`src/rtl/trivium_link_host.sv`:
```
// Host-side initiator for the Trivium UART cipher link.
// Sends one plaintext byte as an 8N1 frame (LSB first) and collects the single
// ciphertext byte returned by the core, with a response timeout. The receiver
// runs continuously; bytes outside an outstanding transaction are flagged as stray.
module trivium_link_host #(
   parameter int unsigned CLK_FREQ      = 100000000,
   parameter int unsigned BAUD          = 9600,
   parameter int unsigned TIMEOUT_BYTES = 4
) (
   input  logic       clk,
   input  logic       rst,
   input  logic       req_valid,
   input  logic [7:0] req_data,
   output logic       req_ready,
   output logic       resp_valid,
   output logic [7:0] resp_data,
   output logic       resp_timeout,
   output logic       frame_err,
   output logic       stray,
   output logic       tx,
   input  logic       rx
);

   localparam int unsigned CLKS_PER_BIT = CLK_FREQ / BAUD;
   localparam int unsigned HALF_BIT     = CLKS_PER_BIT / 2;
   localparam int unsigned TIMEOUT_CLKS = TIMEOUT_BYTES * 10 * CLKS_PER_BIT;
   localparam int unsigned CNT_W        = $clog2(TIMEOUT_CLKS + 1);
   localparam int unsigned RCNT_W       = $clog2(CLKS_PER_BIT + 1);

   localparam logic [CNT_W-1:0]  BIT_LAST    = CNT_W'(CLKS_PER_BIT - 1);
   localparam logic [CNT_W-1:0]  TMO_LAST    = CNT_W'(TIMEOUT_CLKS - 1);
   localparam logic [RCNT_W-1:0] R_BIT_LAST  = RCNT_W'(CLKS_PER_BIT - 1);
   localparam logic [RCNT_W-1:0] R_HALF_LAST = RCNT_W'(HALF_BIT - 1);

   // Transmit / transaction FSM
   localparam logic [2:0] S_IDLE      = 3'd0;
   localparam logic [2:0] S_TX_START  = 3'd1;
   localparam logic [2:0] S_TX_DATA   = 3'd2;
   localparam logic [2:0] S_TX_STOP   = 3'd3;
   localparam logic [2:0] S_WAIT_RESP = 3'd4;

   // Receiver FSM
   localparam logic [1:0] R_IDLE  = 2'd0;
   localparam logic [1:0] R_START = 2'd1;
   localparam logic [1:0] R_DATA  = 2'd2;
   localparam logic [1:0] R_STOP  = 2'd3;

   logic [2:0]        state_q, state_d;
   logic [CNT_W-1:0]  cnt_q, cnt_d;
   logic [2:0]        idx_q, idx_d;
   logic [7:0]        data_q, data_d;
   logic              tx_q, tx_d;
   logic              held_q, held_d;
   logic [7:0]        held_data_q, held_data_d;
   logic              resp_valid_q, resp_valid_d;
   logic [7:0]        resp_data_q, resp_data_d;
   logic              resp_timeout_q, resp_timeout_d;
   logic              frame_err_q, frame_err_d;
   logic              stray_q, stray_d;

   logic              rx_meta_q, rx_sync_q, rx_last_q;
   logic [1:0]        rstate_q, rstate_d;
   logic [RCNT_W-1:0] rcnt_q, rcnt_d;
   logic [2:0]        ridx_q, ridx_d;
   logic [7:0]        rshift_q, rshift_d;

   logic              byte_ok;
   logic              accept;
   logic              in_window;

   assign req_ready    = (state_q == S_IDLE) && !rst;
   assign accept       = req_valid && req_ready;
   // The accept cycle itself already belongs to the outstanding window.
   assign in_window    = (state_q != S_IDLE) || accept;

   assign tx           = tx_q;
   assign resp_valid   = resp_valid_q;
   assign resp_data    = resp_data_q;
   assign resp_timeout = resp_timeout_q;
   assign frame_err    = frame_err_q;
   assign stray        = stray_q;

   // Receiver next state: start detect, mid-bit sampling, stop-bit check
   always_comb begin
      rstate_d    = rstate_q;
      rcnt_d      = rcnt_q;
      ridx_d      = ridx_q;
      rshift_d    = rshift_q;
      byte_ok     = 1'b0;
      frame_err_d = 1'b0;
      case (rstate_q)
         R_IDLE: begin
            if (!rx_sync_q && rx_last_q) begin
               rstate_d = R_START;
               rcnt_d   = '0;
            end
         end
         R_START: begin
            if (rcnt_q == R_HALF_LAST) begin
               rcnt_d   = '0;
               ridx_d   = '0;
               // Line back high at mid-start means a glitch, not a frame.
               rstate_d = rx_sync_q ? R_IDLE : R_DATA;
            end else begin
               rcnt_d = rcnt_q + 1'b1;
            end
         end
         R_DATA: begin
            if (rcnt_q == R_BIT_LAST) begin
               rcnt_d   = '0;
               rshift_d = {rx_sync_q, rshift_q[7:1]};
               ridx_d   = ridx_q + 3'd1;
               if (ridx_q == 3'd7) begin
                  rstate_d = R_STOP;
               end
            end else begin
               rcnt_d = rcnt_q + 1'b1;
            end
         end
         R_STOP: begin
            if (rcnt_q == R_BIT_LAST) begin
               rcnt_d   = '0;
               rstate_d = R_IDLE;
               if (rx_sync_q) begin
                  byte_ok = 1'b1;
               end else begin
                  frame_err_d = 1'b1;
               end
            end else begin
               rcnt_d = rcnt_q + 1'b1;
            end
         end
         default: rstate_d = R_IDLE;
      endcase
   end

   // Transaction next state: serialiser, response capture, completion and timeout
   always_comb begin
      state_d        = state_q;
      cnt_d          = cnt_q;
      idx_d          = idx_q;
      data_d         = data_q;
      tx_d           = tx_q;
      held_d         = held_q;
      held_data_d    = held_data_q;
      resp_valid_d   = 1'b0;
      resp_data_d    = resp_data_q;
      resp_timeout_d = 1'b0;
      stray_d        = 1'b0;

      // Only the first good byte of a window is the response.
      if (byte_ok) begin
         if (in_window && !held_q) begin
            held_d      = 1'b1;
            held_data_d = rshift_q;
         end else begin
            stray_d = 1'b1;
         end
      end

      case (state_q)
         S_IDLE: begin
            if (accept) begin
               data_d  = req_data;
               tx_d    = 1'b0;
               cnt_d   = '0;
               state_d = S_TX_START;
            end
         end
         S_TX_START: begin
            if (cnt_q == BIT_LAST) begin
               cnt_d   = '0;
               idx_d   = '0;
               tx_d    = data_q[0];
               state_d = S_TX_DATA;
            end else begin
               cnt_d = cnt_q + 1'b1;
            end
         end
         S_TX_DATA: begin
            if (cnt_q == BIT_LAST) begin
               cnt_d = '0;
               if (idx_q == 3'd7) begin
                  tx_d    = 1'b1;
                  state_d = S_TX_STOP;
               end else begin
                  idx_d = idx_q + 3'd1;
                  tx_d  = data_q[idx_q + 3'd1];
               end
            end else begin
               cnt_d = cnt_q + 1'b1;
            end
         end
         S_TX_STOP: begin
            if (cnt_q == BIT_LAST) begin
               cnt_d   = '0;
               state_d = S_WAIT_RESP;
            end else begin
               cnt_d = cnt_q + 1'b1;
            end
         end
         S_WAIT_RESP: begin
            // A response arriving on the expiry cycle still wins.
            if (held_q || byte_ok) begin
               resp_valid_d = 1'b1;
               resp_data_d  = held_q ? held_data_q : rshift_q;
               held_d       = 1'b0;
               cnt_d        = '0;
               state_d      = S_IDLE;
            end else if (cnt_q == TMO_LAST) begin
               resp_timeout_d = 1'b1;
               cnt_d          = '0;
               state_d        = S_IDLE;
            end else begin
               cnt_d = cnt_q + 1'b1;
            end
         end
         default: state_d = S_IDLE;
      endcase
   end

   // State registers with synchronous reset; rx synchroniser resets to idle-high
   always_ff @(posedge clk) begin
      if (rst) begin
         state_q        <= S_IDLE;
         cnt_q          <= '0;
         idx_q          <= '0;
         data_q         <= '0;
         tx_q           <= 1'b1;
         held_q         <= 1'b0;
         held_data_q    <= '0;
         resp_valid_q   <= 1'b0;
         resp_data_q    <= '0;
         resp_timeout_q <= 1'b0;
         frame_err_q    <= 1'b0;
         stray_q        <= 1'b0;
         rx_meta_q      <= 1'b1;
         rx_sync_q      <= 1'b1;
         rx_last_q      <= 1'b1;
         rstate_q       <= R_IDLE;
         rcnt_q         <= '0;
         ridx_q         <= '0;
         rshift_q       <= '0;
      end else begin
         state_q        <= state_d;
         cnt_q          <= cnt_d;
         idx_q          <= idx_d;
         data_q         <= data_d;
         tx_q           <= tx_d;
         held_q         <= held_d;
         held_data_q    <= held_data_d;
         resp_valid_q   <= resp_valid_d;
         resp_data_q    <= resp_data_d;
         resp_timeout_q <= resp_timeout_d;
         frame_err_q    <= frame_err_d;
         stray_q        <= stray_d;
         rx_meta_q      <= rx;
         rx_sync_q      <= rx_meta_q;
         rx_last_q      <= rx_sync_q;
         rstate_q       <= rstate_d;
         rcnt_q         <= rcnt_d;
         ridx_q         <= ridx_d;
         rshift_q       <= rshift_d;
      end
   end

endmodule

```
`config.mk`:
```
export PLATFORM = sky130hd
export DESIGN_NAME = trivium_link_host
export DESIGN_NICKNAME = d
export VERILOG_FILES = /design/src/rtl/trivium_link_host.sv
export SDC_FILE = /design/constraint.sdc
export NUM_CORES = 1
export LEC_CHECK = 0
export BUFFER_PORTS_ARGS = -buffer_cell sky130_fd_sc_hd__buf_2
export CAP_MARGIN = 20
export CORE_MARGIN = 2
export CORE_UTILIZATION = 54
export CTS_CLUSTER_SIZE = 20
export DETAILED_ROUTE_END_ITERATION = 12
export PLACE_DENSITY = 0.72
export SYNTH_ARGS = -nofsm -noshare
export SYNTH_HDL_FRONTEND = slang
export SYNTH_SLANG_ARGS = --single-unit
export TNS_END_PERCENT = 10
```
`constraint.sdc`:
```
create_clock -name clk -period 3.7 [get_ports clk]
set_input_delay 0.185 -clock clk [delete_from_list [all_inputs] [get_ports clk]]
set_output_delay 0.185 -clock clk [all_outputs]
set_load 0.05 [all_outputs]
```
==> summary.md, run 1 <==
| Metric | Value |
|---|---|
| Run status | `finished clean` |
| Via density | `5.66` |
| Area growth syn-to-layout | `9.73%` |
| Synth top area cells | `dfxtp_1, mux2i_1, nor2_1, nand2_1, a21oi_1` |
| Die height | `90.8 µm` |
| Most common flop cell mapped by yosys | `dfxtp_1` |
| Synth Cell Area | `4070 µm²` |
| Slew headroom | `0.375` |
| Routed wire length | `7990 µm` |
| Core area | `7250 µm²` |
| Post-route ant nets | `0` |
| Grt ovf | `0` |
| Max frequency | `379 MHz` |
| Post-layout min period | `2.64 ns` |
| H-tree Lvls | `3` |
| Final Max Tran Viols | `0` |
| Critical path launch point type | `flip-flop` |
| Layout cells sized above 1 | `0.134` |
| # setup viols final | `0` |
| CP Class | `reg -> reg` |
| Iteration-0 DRC Markers | `198` |
| Average wire per standard cell | `13.8 µm` |
| Number of synthesized flops with an enable pin | `0` |
| RSZ-0062 raised after global routing | `false` |
| FP Rows | `31` |
| Critical Path AT | `2.86 ns` |
| Syn nets | `478` |
| Die area | `8240 µm²` |
| Num ports | `26` |
| Drt first pass iters | `5` |
| Worst path slowest cell | `nor3_4` |
| # DRC | `0` |
| Skew-Pair Late Insertion Delay | `0.36 ns` |
| VDD IR-drop max | `0.000221 V` |
| Post-synth cell types | `63` |
| CTS Buf Count | `9` |
| Antenna violations before repair | `0` |
| Hold/Removal Path Class | `in -> reg` |
| Synth warnings | `0` |
| Mean Syn Cell Area | `8.84 µm²` |
| Die Width | `90.8 µm` |
| Maximum fanout along the worst path | `9` |
| Root buf cell | `clkbuf_8` |
| Required @ worst endpoint | `3.93 ns` |
| GRT Total Usage | `0.206` |
| Worst path max stage delay | `0.50 ns` |
| Clk slew on worst S/H paths | `0.09 ns` |
| Worst-Margin Slew | `0.937 ns` |
| Final hold violations | `0` |
| Commonest cells post-synth | `dfxtp_1, nor2_1, nand2_1` |
| Post-synthesis cell count | `460` |
| Ant diodes | `0` |
| #FFs+latches synth | `85` |
| Pwr Density | `426 nW/µm²` |
| Final GP Congestion | `0.858` |
| Largest net degree at the start of global routing | `43` |
| Max-cap viol count | `0` |
| Worst-path cell chain | `ha_1, and4_1, nand4_2, or2_0, nor3_4, mux2i_1, nor2_1` |
| Setup TNS Final | `0 ns` |
| Leakage | `1.52 nW` |
| Via count | `3270` |
| CTS tree | `done` |
| DP Wirelength | `5300 µm` |
| Fillers | `639` |
| Initial core utilization | `0.560` |
| Yosys top cell area share | `0.419` |
| I/O Buffers | `25` |
| Vias in the first global route | `3110` |
| Fin util | `0.615` |
| Area leader, netlist | `dfxtp_1` |
| First-pass GRT wire length | `14000 µm` |
| Clk buf depth | `2` |
| Worst setup EP type | `flip-flop` |
| Num Clock Sinks | `85` |
| Top-count cell post-synth | `dfxtp_1` |
| Layout Skew | `0.0143 ns` |
| Final worst-path cycle share | `0.712` |
| FFs w/ async S/R, synth | `0` |
| Post-synthesis sequential area ratio | `0.419` |
| Post-cts resize count | `0` |
| Final nets | `492` |
[path summary, 6_finish.rpt]
kind / startpoint / end / slack, ns / cells after the start
max: rcnt_q[0] / held_data_q[3] / 1.06 / 7
min: req_data[7] / data_q[7] / 0.02 / 3
max reg2reg: rcnt_q[0] / held_data_q[3] / 1.06 / 7
min reg2reg: rx_meta_q / rx_sync_q / 0.43 / 1
[per-stage QoR]
step / worst slack (ns) / hold WS (ns) / area (µm²) / power [mW] / instances
2_1_floorplan: 1.34 / 0.289 / 4070 / 1.08 / 460
3_3_place_gp: 1.31 / 0.370 / 4200 / 1.10 / 561
5_1_grt: 0.853 / 0.0105 / 4460 / 1.97 / 578
4_1_cts: 1.07 / 0.0103 / 4460 / 1.92 / 578
3_5_place_dp: 1.16 / 0.375 / 4200 / 1.11 / 561
6_report: 1.06 / 0.0242 / 4460 / 1.90 / 578
[metal layers]
layer  global-route usage  vias up  part of all wire
li1                     -     1677                 -
met1                0.269     1529              0.50
met3               0.0518        9             0.034
met5                    0        -                 0
met2                0.330       55              0.46
met4               0.0731        0             0.012
[where the power goes]
group	switching, mW	internal, mW	total (mW)
combinational	0.0922	0.0466	0.139
sequential	0.0162	0.931	0.947
clock	0.354	0.459	0.813
[kinds of logic after synthesis]
logic type	Yosys count	share of synthesized area
buffers and inverters	38	0.0462
adder cells (fa/ha/maj)	6	0.0185
multiplexers	29	0.0776
XOR/XNOR	13	0.0280
AO/OA/AOI/OAI	87	0.144
AND/OR/NAND/NOR	202	0.267
flip-flops	85	0.419
[flip-flops by register name (all words and copies together) (netlist names), 3 cells and up, named ones only]
register and count:
state_q 3, held_data_q 8, data_q 8, idx_q 3, rshift_q 8, cnt_q 19, rcnt_q 14, ridx_q 3
resp_data 8
[final cells by class]
type / instances / area (µm²) / area share
Multi-Input combinational cell: 337 / 2180 / 0.489
Sequential cell: 85 / 1700 / 0.381
Timing Repair Buffer: 29 / 158 / 0.0353
Clock inverter: 7 / 128 / 0.0286
Clock buffer: 9 / 124 / 0.0278
Tap cell: 99 / 124 / 0.0278
Inverter: 12 / 45.0 / 0.0101
[placed cells by master (no fill, tap or decap), types with 4 or more instances in the layout]
master	count
buf_2	25
nand4_1	10
ha_1	6
nand2b_1	12
clkbuf_8	9
nand3_1	14
mux2i_1	27
nor2_1	67
xnor2_1	10
dfxtp_1	85
o21ai_0	20
nor3_1	10
inv_1	12
nand4b_1	4
nor2b_1	5
nand2_1	37
a211oi_1	13
a21oi_1	24
or3_1	5
a311oi_1	5
[critical path, delay by kind of cell, from the launching register on]
family,cells,cell delay [ns]
fa+ha+maj,1,0.25
flops,1,0.40
mux,1,0.31
simple gates,5,1.55
[repair_timing]
item,in CTS,in global routing
hold endpoints to repair,1,0
hold buffers,1,0
setup buffers,0,0
Power figures use the tool's default switching activity.
==> run 2, diff against run 1 <==
- PLACE_DENSITY: 0.72 -> 0.75
- clock period: 3.7 -> 2.2 ns (I/O delays scaled with it)
==> run 2 against run 1 <==
Wire length increased by 6.9%. Die area unchanged. Flip-flop and latch count unchanged. Clock power increased by 32%. Combinational power rose by 100%. Setup slack worse by 0.98 ns. Utilization rose by 3.7 points. Clock skew is 0.0020 ns higher. Sequential share of layout area fell by 2.1 points. Global-route usage up 0.97 points.
==> summary.md, run 2 (synthesized netlist as in run 1, its figures left out) <==
| Metric | Value |
|---|---|
| Num ports | `26` |
| Layout Skew | `0.0164 ns` |
| Drt first pass iters | `5` |
| VDD IR-drop max | `0.000455 V` |
| CP Class | `reg -> reg` |
| Via density | `5.58` |
| Core area | `7250 µm²` |
| Num Clock Sinks | `85` |
| Setup TNS Final | `0 ns` |
| Hold/Removal Path Class | `in -> reg` |
| Hold slack final | `0.0980 ns` |
| Iteration-0 DRC Markers | `212` |
| # DRC | `0` |
| First-pass GRT wire length | `14700 µm` |
| CTS Buf Count | `9` |
| Logic pwr share | `0.096` |
| CTS tree | `done` |
| Most frequent cells in the layout | `dfxtp_1, nor2_1, nand2_1, buf_4, mux2i_1` |
| Die height | `90.8 µm` |
| Reg power frac | `0.541` |
| Required @ worst endpoint | `2.51 ns` |
| Final nets | `529` |
| Largest net degree at the start of global routing | `67` |
| # setup viols final | `0` |
| Via count | `3432` |
| Hold path start | `rst` |
| Largest reg by FF count | `cnt_q` |
| Post-route ant nets | `0` |
| Routed wire length | `8540 µm` |
| Die area | `8240 µm²` |
| Worst Setup Slack, final | `0.0893 ns` |
| Final hold violations | `0` |
| Worst path max stage delay | `0.61 ns` |
| Fin util | `0.652` |
| Final worst-path cycle share | `0.959` |
| Final Max Tran Viols | `0` |
| Crit path top cell by count | `and3_4` |
| Worst path slowest cell | `or4b_2` |
| DP Area | `4440 µm²` |
| Average wire per standard cell | `13.9 µm` |
| Ant diodes | `0` |
| Clock power frac | `0.364` |
| Int Pwr | `2.14 mW` |
| DP Wirelength | `5810 µm` |
| Root buf cell | `clkbuf_8` |
| Biggest registers after layout | `cnt_q (19), rcnt_q (14)` |
| Maximum fanout along the worst path | `11` |
| Pre-CTS WS | `0.00213 ns` |
| Pwr Density | `621 nW/µm²` |
| R2r startpoint | `cnt_q[0]` |
| # Post-CTS Setup Buffers | `0` |
| Run status | `finished clean` |
| Initial core utilization | `0.560` |
| Layout cells sized above 1 | `0.188` |
| RSZ-0062 raised after global routing | `true` |
| Worst-Margin Slew | `0.656 ns` |
| Max-cap viol count | `0` |
| Max frequency | `474 MHz` |
| FP Rows | `31` |
| Critical Path AT | `2.42 ns` |
| Switch Pwr | `0.799 mW` |
| Final Instance Area | `4730 µm²` |
| Most common cell after layout, fill and taps aside | `dfxtp_1` |
| I/O Buffers | `25` |
| Skew-Pair Late Insertion Delay | `0.36 ns` |
| Die Width | `90.8 µm` |
| Leakage | `1.68 nW` |
| Worst-path cell chain | `ha_2, and3_4, and3_4, a211o_1, a21boi_4, or4b_2, nand3_1` |
| Final GP Congestion | `0.870` |
| Clk slew on worst S/H paths | `0.09 ns` |
| Worst setup EP type | `flip-flop` |
| CP startpoint | `cnt_q[0]` |
| Area growth syn-to-layout | `16.3%` |
| Critical path launch point type | `flip-flop` |
| Antenna violations before repair | `0` |
| H-tree Lvls | `3` |
| Net Sw Frac | `0.272` |
| GRT Total Usage | `0.215` |
| Vias in the first global route | `3249` |
| Clk buf depth | `2` |
| Grt ovf | `0` |
| Max FFs per register | `19` |
| Post-layout min period | `2.11 ns` |
| Slew headroom | `0.562` |
-- run 2: changes by cell type in the layout (fill, tap and decap cells not counted), sizes merged --
cell         change
buf             +29
dlygate4sd3      +8
bufinv           -3
clkinvlp         +2
clkbuf           +1
-- run 2: per-layer routing --
metal  track usage  vias up  routed length, µm  share of wire
li1              -     1751                  -              -
met3        0.0451       13                351          0.041
met4        0.0731        0                127          0.015
met1         0.281     1594               4040           0.47
met2         0.355       74               4020           0.47
met5             0        -                  0              0
-- run 2: worst paths after layout --
kind	end	slack [ns]	depth (start not counted)
setup / recovery	cnt_q[17]	0.09	7
hold / removal	cnt_q[6]	0.1	2
setup reg to reg	cnt_q[17]	0.09	7
hold reg to reg	rx_sync_q	0.43	1
-- run 2: critical path: cells and delay by family (launching register included) --
kind            cells  cell delay (ns)
simple gates        4             1.08
flops               1             0.33
fa+ha+maj           1             0.19
compound gates      2             0.45
-- run 2: area by class of cell --
class	count	area, µm²
flip-flops and latches	85	1700
inverters	12	45.0
repair buffers	66	468
clock buffers	10	138
fillers	596	2520
clock inverters	6	52.6
multi-input cells	337	2200
well taps	99	124
-- run 2: through the flow --
step	cells	power, mW
final	615	2.94
after global placement	590	1.88
after global routing	615	3.05
after detailed placement	590	1.89
after floorplan	460	1.81
after CTS	615	2.95
-- run 2: what timing repair did --
| action | 4_1_cts | 5_1_grt |
|---|---|---|
| hold endpoints to repair | 9 | 0 |
| gates resized for setup | 1 | 4 |
| hold buffers | 9 | 0 |
| pin swaps | 0 | 2 |
| setup endpoints to repair | 13 | 22 |
-- run 2: power groups by stage --
stage	clock, mW	combinational [mW]	sequential, mW
final	1.07	0.281	1.59
after global placement	0	0.259	1.62
after floorplan	0	0.189	1.62
after global routing	1.14	0.314	1.59
after CTS	1.08	0.279	1.59
after detailed placement	0	0.264	1.62
==> run 3, diff against run 2 <==
- ABC_AREA: not set -> 1
==> run 3 against run 2 <==
First-iteration DRC count fell by 1.4%. Critical path depth rose by 4. Synthesized area rose by 8.4%. Sequential power rose by 6%. Design area rose by 4.3%. Utilization fell by 2.0 points. Hold slack improved by 0.0093 ns. Register-to-register slack improved by 0.20 ns. Largest cell class unchanged.
==> summary.md, run 3 <==
| Metric | Value |
|---|---|
| Most common flop cell mapped by yosys | `dfxtp_1` |
| Average wire per standard cell | `12.5 µm` |
| Antenna violations before repair | `0` |
| VDD IR-drop max | `0.000807 V` |
| Syn nets | `669` |
| Worst setup EP type | `flip-flop` |
| Root buf cell | `clkbuf_8` |
| Fin util | `0.632` |
| Top-count cell post-synth | `nand2_1` |
| Yosys top cell area share | `0.386` |
| Global route hottest layer | `met2` |
| Skew-Pair Late Insertion Delay | `0.37 ns` |
| Post-layout min period | `1.92 ns` |
| H-tree Lvls | `3` |
| Required @ worst endpoint | `2.43 ns` |
| Num ports | `26` |
| Max frequency | `522 MHz` |
| Maximum fanout along the worst path | `9` |
| Layout cells sized above 1 | `0.124` |
| Final worst-path cycle share | `0.871` |
| Via count | `4202` |
| Num Clock Sinks | `85` |
| Synth top area cells | `dfxtp_1, nand2_1, inv_1, nand3_1, a21oi_1` |
| CP Class | `reg -> reg` |
| Met2 Use GR | `0.392` |
| Clk buf depth | `2` |
| Post-route ant nets | `0` |
| Core area | `7810 µm²` |
| Critical path launch point type | `flip-flop` |
| CTS tree | `done` |
| FFs w/ async S/R, synth | `0` |
| Most frequent cells in the layout | `nand2_1, inv_1, dfxtp_1, nand3_1` |
| Post-synth cell types | `39` |
| Run status | `finished clean` |
| Drt first pass iters | `4` |
| # Post-CTS Setup Buffers | `0` |
| Crit path top cell by count | `nand2_1` |
| Vias in the first global route | `3960` |
| Max FFs per register | `19` |
| Max-cap viol count | `0` |
| Die height | `94.3 µm` |
| # DRC | `0` |
| CTS Buf Count | `9` |
| Area leader, netlist | `dfxtp_1` |
| # setup viols final | `0` |
| GRT Total Usage | `0.238` |
| Ant diodes | `0` |
| I/O Buffers | `25` |
| Grt ovf | `0` |
| Slew headroom | `0.762` |
| Largest reg by FF count | `cnt_q` |
| Fillers | `739` |
| WP buf/inv | `2` |
| Post-synthesis cell count | `651` |
| #FFs+latches synth | `85` |
| Routed wire length | `9830 µm` |
| Layout Skew | `0.0132 ns` |
| Final GP Congestion | `0.913` |
| Worst-Margin Slew | `0.356 ns` |
| First-pass GRT wire length | `17000 µm` |
| Pwr Density | `795 nW/µm²` |
| Setup TNS Final | `0 ns` |
| Die Width | `94.3 µm` |
| Synth warnings | `0` |
| Via density | `5.33` |
| Number of synthesized flops with an enable pin | `0` |
| Post-synthesis sequential area ratio | `0.386` |
| Die area | `8900 µm²` |
| M1 GR Usage | `0.306` |
| Hold/Removal Path Class | `in -> reg` |
| Initial core utilization | `0.564` |
| Largest net degree at the start of global routing | `25` |
| FP Rows | `32` |
| Synth Cell Area | `4410 µm²` |
| Mean Syn Cell Area | `6.77 µm²` |
| Final hold violations | `0` |
| Final nets | `700` |
| Leakage | `2.19 nW` |
| Biggest registers after layout | `cnt_q (19), rcnt_q (14)` |
| CP top delay family | `simple AND/OR/NAND/NOR gates` |
| Final Max Tran Viols | `0` |
| Clk slew on worst S/H paths | `0.09 ns` |
| Most common cell after layout, fill and taps aside | `nand2_1` |
| RSZ-0062 raised after global routing | `false` |
| Area growth syn-to-layout | `11.9%` |
| Worst-path cell chain | `ha_1, nand2_1, nor2_4, inv_2, nor2_2, nand2_1, nand2_1, nand2_2, buf_4, o31ai_1, a21oi_1` |
| Met3 Usage GRT | `0.0506` |
| Critical Path AT | `2.15 ns` |
| DP Wirelength | `6920 µm` |
| Iteration-0 DRC Markers | `209` |
| Worst path slowest cell | `dfxtp_1` |
| Commonest cells post-synth | `nand2_1, inv_1, dfxtp_1` |
| Worst path max stage delay | `0.39 ns` |
==> run 3: worst min-delay path: cells and delay by family <==
family,cells,cell delay (ns)
simple gates,3,0.18
buf+inv,1,0.14
==> run 3: per-stage QoR <==
stage,hold WS [ns],instance area [µm²],total power [mW],cells,setup slack [ns]
2_1_floorplan,0.214,4410,2.47,651,0.308
3_3_place_gp,0.292,4600,2.66,764,0.210
3_5_place_dp,0.294,4600,2.67,764,0.167
4_1_cts,0.0945,4920,3.94,789,0.143
5_1_grt,0.120,4930,4.16,789,0.0530
6_report,0.107,4930,3.92,789,0.285
==> run 3: cells by family after synthesis <==
kind of cell	synth area share
compound gates	0.141
xor+xnor	0.00795
fa+ha+maj	0.0170
buf+inv	0.108
flops	0.386
simple gates	0.340
==> run 3: timing repair <==
| action | in CTS | in global routing |
|---|---|---|
| endpoints found under the setup margin | 0 | 22 |
| resized for setup | 0 | 3 |
| hold endpoints to repair | 9 | 0 |
| hold buffers | 9 | 0 |
==> run 3: final cells by class <==
cell class | count | area, µm² | share of cell area
Clock buffer | 9 | 124 | 0.0251
Clock inverter | 7 | 103 | 0.0208
Inverter | 95 | 357 | 0.0723
Multi-Input combinational cell | 448 | 2240 | 0.453
Sequential cell | 85 | 1700 | 0.345
Tap cell | 102 | 128 | 0.0259
Timing Repair Buffer | 43 | 283 | 0.0573
==> run 3: per-layer routing <==
layer,wire (µm),vias up
li1,-,2184
met5,0,-
met1,4700,1911
met4,136,0
met3,480,13
met2,4520,94
==> run 3: worst paths after layout <==
| check | start | endpoint | slack [ns] | depth (start not counted) |
|---|---|---|---|---|
| worst max-delay path | rcnt_q[0] | rcnt_q[12] | 0.28 | 11 |
| worst max register to register | rcnt_q[0] | rcnt_q[12] | 0.28 | 11 |
| worst min register to register | idx_q[1] | idx_q[1] | 0.46 | 2 |
| worst min-delay path | rst | data_q[6] | 0.11 | 4 |
==> run 3: where the power goes <==
group | total [mW] | switching (mW) | internal [mW] | leakage, nW
clock network | 1.26 | 0.604 | 0.653 | 0.111
registers | 1.69 | 0.0717 | 1.62 | 0.688
logic | 0.968 | 0.690 | 0.278 | 1.39
